File: src/rtl/agc_pkg.sv
// Shared AGC definitions: word geometry, opcode/quarter-code constants, fetch/decode FSM states.
// Also holds the instruction legality rule used by the fetch/decode stage.
package agc_pkg;

    localparam int unsigned WORD_W = 15;
    localparam int unsigned OP_W   = 3;
    localparam int unsigned QC_W   = 2;

    localparam logic [OP_W-1:0] OpTc     = 3'd0;
    localparam logic [OP_W-1:0] OpCcs    = 3'd1;
    localparam logic [OP_W-1:0] OpCs     = 3'd4;
    localparam logic [OP_W-1:0] OpIdxGrp = 3'd5;
    localparam logic [OP_W-1:0] OpAd     = 3'd6;
    localparam logic [OP_W-1:0] OpMask   = 3'd7;

    localparam logic [QC_W-1:0] QcIndex  = 2'd0;
    localparam logic [QC_W-1:0] QcExtend = 2'd1;
    localparam logic [QC_W-1:0] QcTs     = 2'd2;
    localparam logic [QC_W-1:0] QcXch    = 2'd3;

    typedef enum logic [1:0] {
        StIdle,
        StCapture,
        StApply
    } ifd_state_e;

    // The quarter code never affects legality: every opcode-5 form is defined.
    function automatic logic is_illegal(input logic [OP_W-1:0] op, input logic ext);
        logic legal;
        if (ext) begin
            legal = (op == OpCcs) || (op == OpAd) || (op == OpMask);
        end else begin
            legal = (op == OpTc) || (op == OpCcs) || (op == OpCs) || (op == OpIdxGrp) ||
                    (op == OpAd) || (op == OpMask);
        end
        return !legal;
    endfunction

endpackage

File: src/rtl/instr_fetch_decode_if.sv
// Fetch/decode bus between the control FSM (master) and instr_fetch_decode (slave).
// Optional illegal_cnt signal present only when IFD_ILLEGAL_CNT_EN is defined.
interface instr_fetch_decode_if;
    import agc_pkg::*;

    logic              b_wr;
    logic [WORD_W-1:0] mem_rdata;
    logic              ext_flag;
    logic              index_wr;
    logic [WORD_W-1:0] index_data;

    logic [WORD_W-1:0] instr;
    logic [OP_W-1:0]   opcode;
    logic [QC_W-1:0]   qc;
    logic [11:0]       addr12;
    logic [9:0]        addr10;
    logic              extracode;
    logic              decode_valid;
    logic              illegal;
`ifdef IFD_ILLEGAL_CNT_EN
    logic [7:0]        illegal_cnt;
`endif

    modport master (
        output b_wr, mem_rdata, ext_flag, index_wr, index_data,
        input  instr, opcode, qc, addr12, addr10, extracode, decode_valid, illegal
`ifdef IFD_ILLEGAL_CNT_EN
        , input illegal_cnt
`endif
    );

    modport slave (
        input  b_wr, mem_rdata, ext_flag, index_wr, index_data,
        output instr, opcode, qc, addr12, addr10, extracode, decode_valid, illegal
`ifdef IFD_ILLEGAL_CNT_EN
        , output illegal_cnt
`endif
    );

endinterface

File: src/rtl/ones_comp_add.sv
// Ones'-complement adder with end-around carry; shared between instruction indexing and the ALU.
module ones_comp_add #(
    parameter int unsigned Width = 15
) (
    input  logic [Width-1:0] a,
    input  logic [Width-1:0] b,
    output logic [Width-1:0] sum
);

    logic [Width:0] raw;

    always_comb begin
        raw = {1'b0, a} + {1'b0, b};
        sum = raw[Width-1:0] + Width'(raw[Width]);
    end

endmodule

File: src/rtl/instr_fetch_decode.sv
// Instruction fetch/decode stage: capture on b_wr, apply pending INDEX, decode fields two cycles on.
// Define IFD_ILLEGAL_CNT_EN to add the saturating illegal-decode counter output.
module instr_fetch_decode
    import agc_pkg::*;
(
    input logic                 clk,
    input logic                 rst,
    instr_fetch_decode_if.slave bus
);

    ifd_state_e state_q, state_d;

    logic [WORD_W-1:0] raw_q;
    logic              ext_cap_q;
    logic              use_idx_q;
    logic [WORD_W-1:0] idx_snap_q;
    logic              newer_q;
    logic              index_pend_q;
    logic [WORD_W-1:0] index_val_q;
    logic [WORD_W-1:0] instr_q;
    logic              extracode_q;
    logic              illegal_q;

    logic [WORD_W-1:0] idx_sum;
    logic [WORD_W-1:0] applied;
    logic              idx_clr;
    logic              load;

    ones_comp_add #(
        .Width(WORD_W)
    ) u_idx_add (
        .a  (raw_q),
        .b  (idx_snap_q),
        .sum(idx_sum)
    );

    assign applied = use_idx_q ? idx_sum : raw_q;
    assign load    = (state_q == StCapture) && !bus.b_wr;
    // Only the index this word actually took is retired; a newer write stays pending.
    assign idx_clr = (state_q == StApply) && use_idx_q && !newer_q;

    always_ff @(posedge clk) begin
        if (rst) begin
            state_q <= StIdle;
        end else begin
            state_q <= state_d;
        end
    end

    always_comb begin
        state_d = state_q;
        unique case (state_q)
            StIdle:    state_d = bus.b_wr ? StCapture : StIdle;
            StCapture: state_d = bus.b_wr ? StCapture : StApply;
            StApply:   state_d = bus.b_wr ? StCapture : StIdle;
            default:   state_d = StIdle;
        endcase
    end

    always_comb begin
        bus.decode_valid = 1'b0;
        if (state_q == StApply) begin
            bus.decode_valid = 1'b1;
        end
    end

    always_ff @(posedge clk) begin
        if (rst) begin
            raw_q        <= '0;
            ext_cap_q    <= 1'b0;
            use_idx_q    <= 1'b0;
            idx_snap_q   <= '0;
            newer_q      <= 1'b0;
            index_pend_q <= 1'b0;
            index_val_q  <= '0;
            instr_q      <= '0;
            extracode_q  <= 1'b0;
            illegal_q    <= 1'b0;
        end else begin
            // Snapshot the index as it stood before this cycle's index_wr.
            if (bus.b_wr) begin
                raw_q      <= bus.mem_rdata;
                ext_cap_q  <= bus.ext_flag;
                use_idx_q  <= index_pend_q && !idx_clr;
                idx_snap_q <= index_val_q;
                newer_q    <= bus.index_wr;
            end else if (bus.index_wr) begin
                newer_q <= 1'b1;
            end

            if (bus.index_wr) begin
                index_pend_q <= 1'b1;
                index_val_q  <= bus.index_data;
            end else if (idx_clr) begin
                index_pend_q <= 1'b0;
            end

            if (load) begin
                instr_q     <= applied;
                extracode_q <= ext_cap_q;
                illegal_q   <= is_illegal(applied[WORD_W-1 -: OP_W], ext_cap_q);
            end
        end
    end

`ifdef IFD_ILLEGAL_CNT_EN
    logic [7:0] illegal_cnt_q;

    always_ff @(posedge clk) begin
        if (rst) begin
            illegal_cnt_q <= 8'd0;
        end else if ((state_q == StApply) && illegal_q && (illegal_cnt_q != 8'hFF)) begin
            illegal_cnt_q <= illegal_cnt_q + 8'd1;
        end
    end

    assign bus.illegal_cnt = illegal_cnt_q;
`endif

    assign bus.instr     = instr_q;
    assign bus.opcode    = instr_q[WORD_W-1 -: OP_W];
    assign bus.qc        = instr_q[WORD_W-OP_W-1 -: QC_W];
    assign bus.addr12    = instr_q[11:0];
    assign bus.addr10    = instr_q[9:0];
    assign bus.extracode = extracode_q;
    assign bus.illegal   = illegal_q;

endmodule

File: src/flat_wrapper.sv
// flat-port wrapper written by rule: the top's interface ports become plain ports
module instr_fetch_decode_flat import agc_pkg::*;
  (clk, rst, bus_b_wr, bus_mem_rdata, bus_ext_flag, bus_index_wr, bus_index_data, bus_instr, bus_opcode, bus_qc, bus_addr12, bus_addr10, bus_extracode, bus_decode_valid, bus_illegal);
  instr_fetch_decode_if bus_i ();
  input logic clk;
  input logic rst;
  input wire logic [$bits(bus_i.b_wr)-1:0] bus_b_wr;
  input wire logic [$bits(bus_i.mem_rdata)-1:0] bus_mem_rdata;
  input wire logic [$bits(bus_i.ext_flag)-1:0] bus_ext_flag;
  input wire logic [$bits(bus_i.index_wr)-1:0] bus_index_wr;
  input wire logic [$bits(bus_i.index_data)-1:0] bus_index_data;
  output wire logic [$bits(bus_i.instr)-1:0] bus_instr;
  output wire logic [$bits(bus_i.opcode)-1:0] bus_opcode;
  output wire logic [$bits(bus_i.qc)-1:0] bus_qc;
  output wire logic [$bits(bus_i.addr12)-1:0] bus_addr12;
  output wire logic [$bits(bus_i.addr10)-1:0] bus_addr10;
  output wire logic [$bits(bus_i.extracode)-1:0] bus_extracode;
  output wire logic [$bits(bus_i.decode_valid)-1:0] bus_decode_valid;
  output wire logic [$bits(bus_i.illegal)-1:0] bus_illegal;
  assign bus_i.b_wr = bus_b_wr;
  assign bus_i.mem_rdata = bus_mem_rdata;
  assign bus_i.ext_flag = bus_ext_flag;
  assign bus_i.index_wr = bus_index_wr;
  assign bus_i.index_data = bus_index_data;
  assign bus_instr = bus_i.instr;
  assign bus_opcode = bus_i.opcode;
  assign bus_qc = bus_i.qc;
  assign bus_addr12 = bus_i.addr12;
  assign bus_addr10 = bus_i.addr10;
  assign bus_extracode = bus_i.extracode;
  assign bus_decode_valid = bus_i.decode_valid;
  assign bus_illegal = bus_i.illegal;
  instr_fetch_decode u_core (.clk(clk), .rst(rst), .bus(bus_i));
endmodule
File: config.mk
export PLATFORM = sky130hd
export DESIGN_NAME = instr_fetch_decode_flat
export DESIGN_NICKNAME = d
export VERILOG_FILES = /design/src/rtl/agc_pkg.sv /design/src/rtl/instr_fetch_decode_if.sv /design/src/rtl/ones_comp_add.sv /design/src/rtl/instr_fetch_decode.sv /design/src/flat_wrapper.sv
export SDC_FILE = /design/constraint.sdc
export NUM_CORES = 1
export LEC_CHECK = 0
export CAP_MARGIN = 10
export CORE_ASPECT_RATIO = 1.4
export CORE_MARGIN = 1
export CORE_UTILIZATION = 55
export CTS_BUF_LIST = sky130_fd_sc_hd__clkbuf_8
export CTS_CLUSTER_DIAMETER = 80
export DETAILED_ROUTE_END_ITERATION = 16
export GPL_TIMING_DRIVEN = 0
export PLACE_DENSITY_LB_ADDON = 0.15
export SYNTH_ARGS = -nofsm -noshare
export SYNTH_HDL_FRONTEND = slang
export SYNTH_HIERARCHICAL = 1
export SYNTH_SLANG_ARGS = --single-unit
File: constraint.sdc
create_clock -name clk -period 10.1 [get_ports clk]
set_input_delay 2.02 -clock clk [delete_from_list [all_inputs] [get_ports clk]]
set_output_delay 2.02 -clock clk [all_outputs]
set_load 0.02 [all_outputs]
==> results.ini <==
[clock_tree]
root_buffer = clkbuf_8
clk_latency_ps = 350
clkTransAtPathRegs_ps = 70
clock-sinks = 68
htree_levels = 3
post_cts.repair.setup_buffers = 0
tritoncts = built
post_cts_resized = 0
cts_buffers = 9
clk_path_buf_depth = 2
cts_hold_buf = 0

[global_route]
grt_usage_pct = 24.2
grt_pass1_vias = 2980
grt_overflow = 0
grt_max_degree = 12
grt_antenna_before_repair = 0
grt_pass1_wl_um = 13500

[sta]
hold_slack_ps = 475
finalSetupTns_ps = 0
timing.slew.headroom_pct = 52.6
finalHoldViolCount = 0
period_needed_ps = 3990
fmax_ghz = 0.251
drv_slew = 0
finClkSkew_ps = 11.2
grt_setup_unrepaired = false
finalSetupViolCount = 0
period_share_pct = 39.5
tightest_slew_ps = 712

[floorplanning]
io_pins = 80
die_x_um = 72.4
rows = 35
die_y_um = 101
initial_utilization_pct = 57.3
coreArea_mm2 = 0.00666
dieArea_mm2 = 0.00727

[logic_synthesis]
syn_nets = 446
syn_area_mm2 = 0.00381
yosysWarnings = 6
async_reset_ff_share_pct = 0
synth_edf_count = 0
ys_top_cells_by_area = dfxtp_1 (36%), mux2i_1 (16%), nor2_1 (7.2%)
synthDistinctLibCells = 49
ys_ff_latch = 68
synthFlopType = dfxtp_1
synth_top_area_cell = dfxtp_1
syn_area_per_cell_um2 = 9.70
postSynthCellCount = 393
synth_top_area_share_pct = 35.7
synth.most_common_cell = nor2_1
synth_common_cells = nor2_1 (73), dfxtp_1 (68), mux2i_1 (62)
yosysSeqAreaShare_pct = 35.7

[finish]
area_growth_pct = 28.1
seq_area_mm2 = 0.00136
fillerInstances = 530
final_core_util_pct = 73.3
finalNonFillerCells = 577
nets = 533
drive_above_1_share_pct = 17.9
multi_input_area_mm2 = 0.00211
n_antenna_cell = 0
stdcell_area_mm2 = 0.00488

[setup_path]
cp.buffers_inverters = 1
critPathArrivalTime_ps = 4250
r2r-start = u_core/raw_q[6]$_SDFFE_PP0P_
critPathKind = reg2reg
worst-path-max-fanout = 7
crit_family = compound AO/OA/AOI/OAI gates
path_cells = ha_1 > buf_6 > a211o_1 > o21ai_2 > o21ai_2 > a31oi_1 > o21bai_1 > a21o_1 > ha_1 > ha_1 > nand4_1 > nor2_1 > and3_4 > nand4_1 > xor2_1 > nor2b_1 > nor3b_1 > o21ai_0 > a211oi_1
r2r_slack_ps = 6110
startpoint = u_core/raw_q[6]$_SDFFE_PP0P_
path_depth = 19
crit_top_cell = ha_1
cp_slowest_cell = dfxtp_1
critPathMaxStageDelay_ps = 340
cp-endpoint = u_core/bus.illegal$_SDFFE_PP0P_
worstPathRequired_ps = 10360
cp-start-kind = flop
r2r-end = u_core/bus.illegal$_SDFFE_PP0P_
end_kind = flop
ff2ff_path_depth = 19

[placement]
numPortBuffers = 76
placed_area_mm2 = 0.00469
place_hpwl_um = 6360
dp.cells = 561
place.gp.congestion = 0.857

[power]
powerDensity_mw_per_mm2 = 131
peakVddDrop_mv = 0.111
p_leak_nw = 2.11

[worst_hold_path]
min_path_type = reg2reg
hp-start = u_core/state_q[0]$_SDFF_PP0_

[outcome]
outcome = finished clean

[route]
viasPerCell = 5.19
first_iter_violations = 108
met3WireLength_um = 221
met1Wirelength_um = 3340
vias = 2997
dr_wl_met2_um = 4280
wl_um = 8030
dr.pass1.iters = 4
dr.max_layer_used = met4
ant_nets = 0
wl_per_cell_um = 13.9
drc_errors = 0

[job]
cap_violations = 0

[per-stage QoR]
stage          setup slack (ps)  total power [W]
4_1_cts                    6130         0.000645
2_1_floorplan              6720         0.000382
5_1_grt                    5800         0.000669
3_3_place_gp               6260         0.000423
6_report                   6110         0.000641
3_5_place_dp               6220         0.000428
[state kept, by name, summed over array words and instances, names as in the netlist]
signal / cells
u_core/index_val_q: 15
u_core/bus.instr: 15
u_core/bus.extracode: 1
u_core/ext_cap_q: 1
u_core/raw_q: 15
u_core/state_q: 2
u_core/newer_q: 1
u_core/idx_snap_q: 15
u_core/bus.illegal: 1
u_core/index_pend_q: 1
u_core/use_idx_q: 1
[area by class of cell]
| cell class | count | share of cell area [%] |
|---|---|---|
| repair buffers | 76 | 15.6 |
| flip-flops and latches | 68 | 27.9 |
| clock inverters | 6 | 1.15 |
| clock buffers | 10 | 2.82 |
| multi-input cells | 273 | 43.2 |
| well taps | 92 | 2.36 |
| plain buffers | 47 | 6.59 |
| inverters | 5 | 0.384 |
[cell usage in the layout (no fill, tap or decap), types with 9 or more instances in the layout]
master	instances
a211oi_2	16
a21oi_1	13
buf_4	28
clkbuf_8	10
clkdlybuf4s50_1	76
dfxtp_1	68
ha_1	17
mux2i_1	62
nand2_1	12
nor2_1	73
xnor2_1	12
xor2_1	9
[per-layer routing]
layer	global-route usage (%)	vias to the layer above
met3	2.70	16
li1	-	1507
met1	27.4	1399
met2	44.6	75
met5	0	-
met4	11.0	0
[logic make-up after synthesis]
group	after synthesis	synth area share, %
AOI/OAI and AO/OA	57	12.6
muxes	62	16.3
adders and majority gates	18	6.10
xor gates and xnor gates	24	6.10
buffers and inverters	52	8.93
DFF	68	35.7
and+or+nand+nor	112	14.2
[how the worst min path moves through the flow]
stage / to / slack, ps / cells past startpoint
after floorplan: u_core/state_q[0]$_SDFF_PP0_ / 430 / 1
after global placement: u_core/state_q[0]$_SDFF_PP0_ / 450 / 1
after detailed placement: u_core/state_q[0]$_SDFF_PP0_ / 470 / 1
after CTS: u_core/state_q[0]$_SDFF_PP0_ / 480 / 1
after global routing: u_core/state_q[0]$_SDFF_PP0_ / 500 / 1
final: u_core/state_q[0]$_SDFF_PP0_ / 480 / 1
[where the power goes]
part	leakage [nW]	total [W]	internal [W]	switching (W)
logic	1.45	0.000129	0.0000651	0.0000637
clock network	0.109	0.000219	0.000119	0.000101
registers	0.558	0.000293	0.000282	0.0000109
[worst reg2reg max path: stages (launching register included)]
cell	delay, ps
dfxtp_1	340
ha_1	300
buf_6	140
a211o_1	310
o21ai_2	260
o21ai_2	100
a31oi_1	310
o21bai_1	100
a21o_1	180
ha_1	210
ha_1	230
nand4_1	120
nor2_1	80
and3_4	190
nand4_1	100
xor2_1	260
nor2b_1	90
nor3b_1	270
o21ai_0	110
a211oi_1	200
Power figures use the tool's default switching activity.
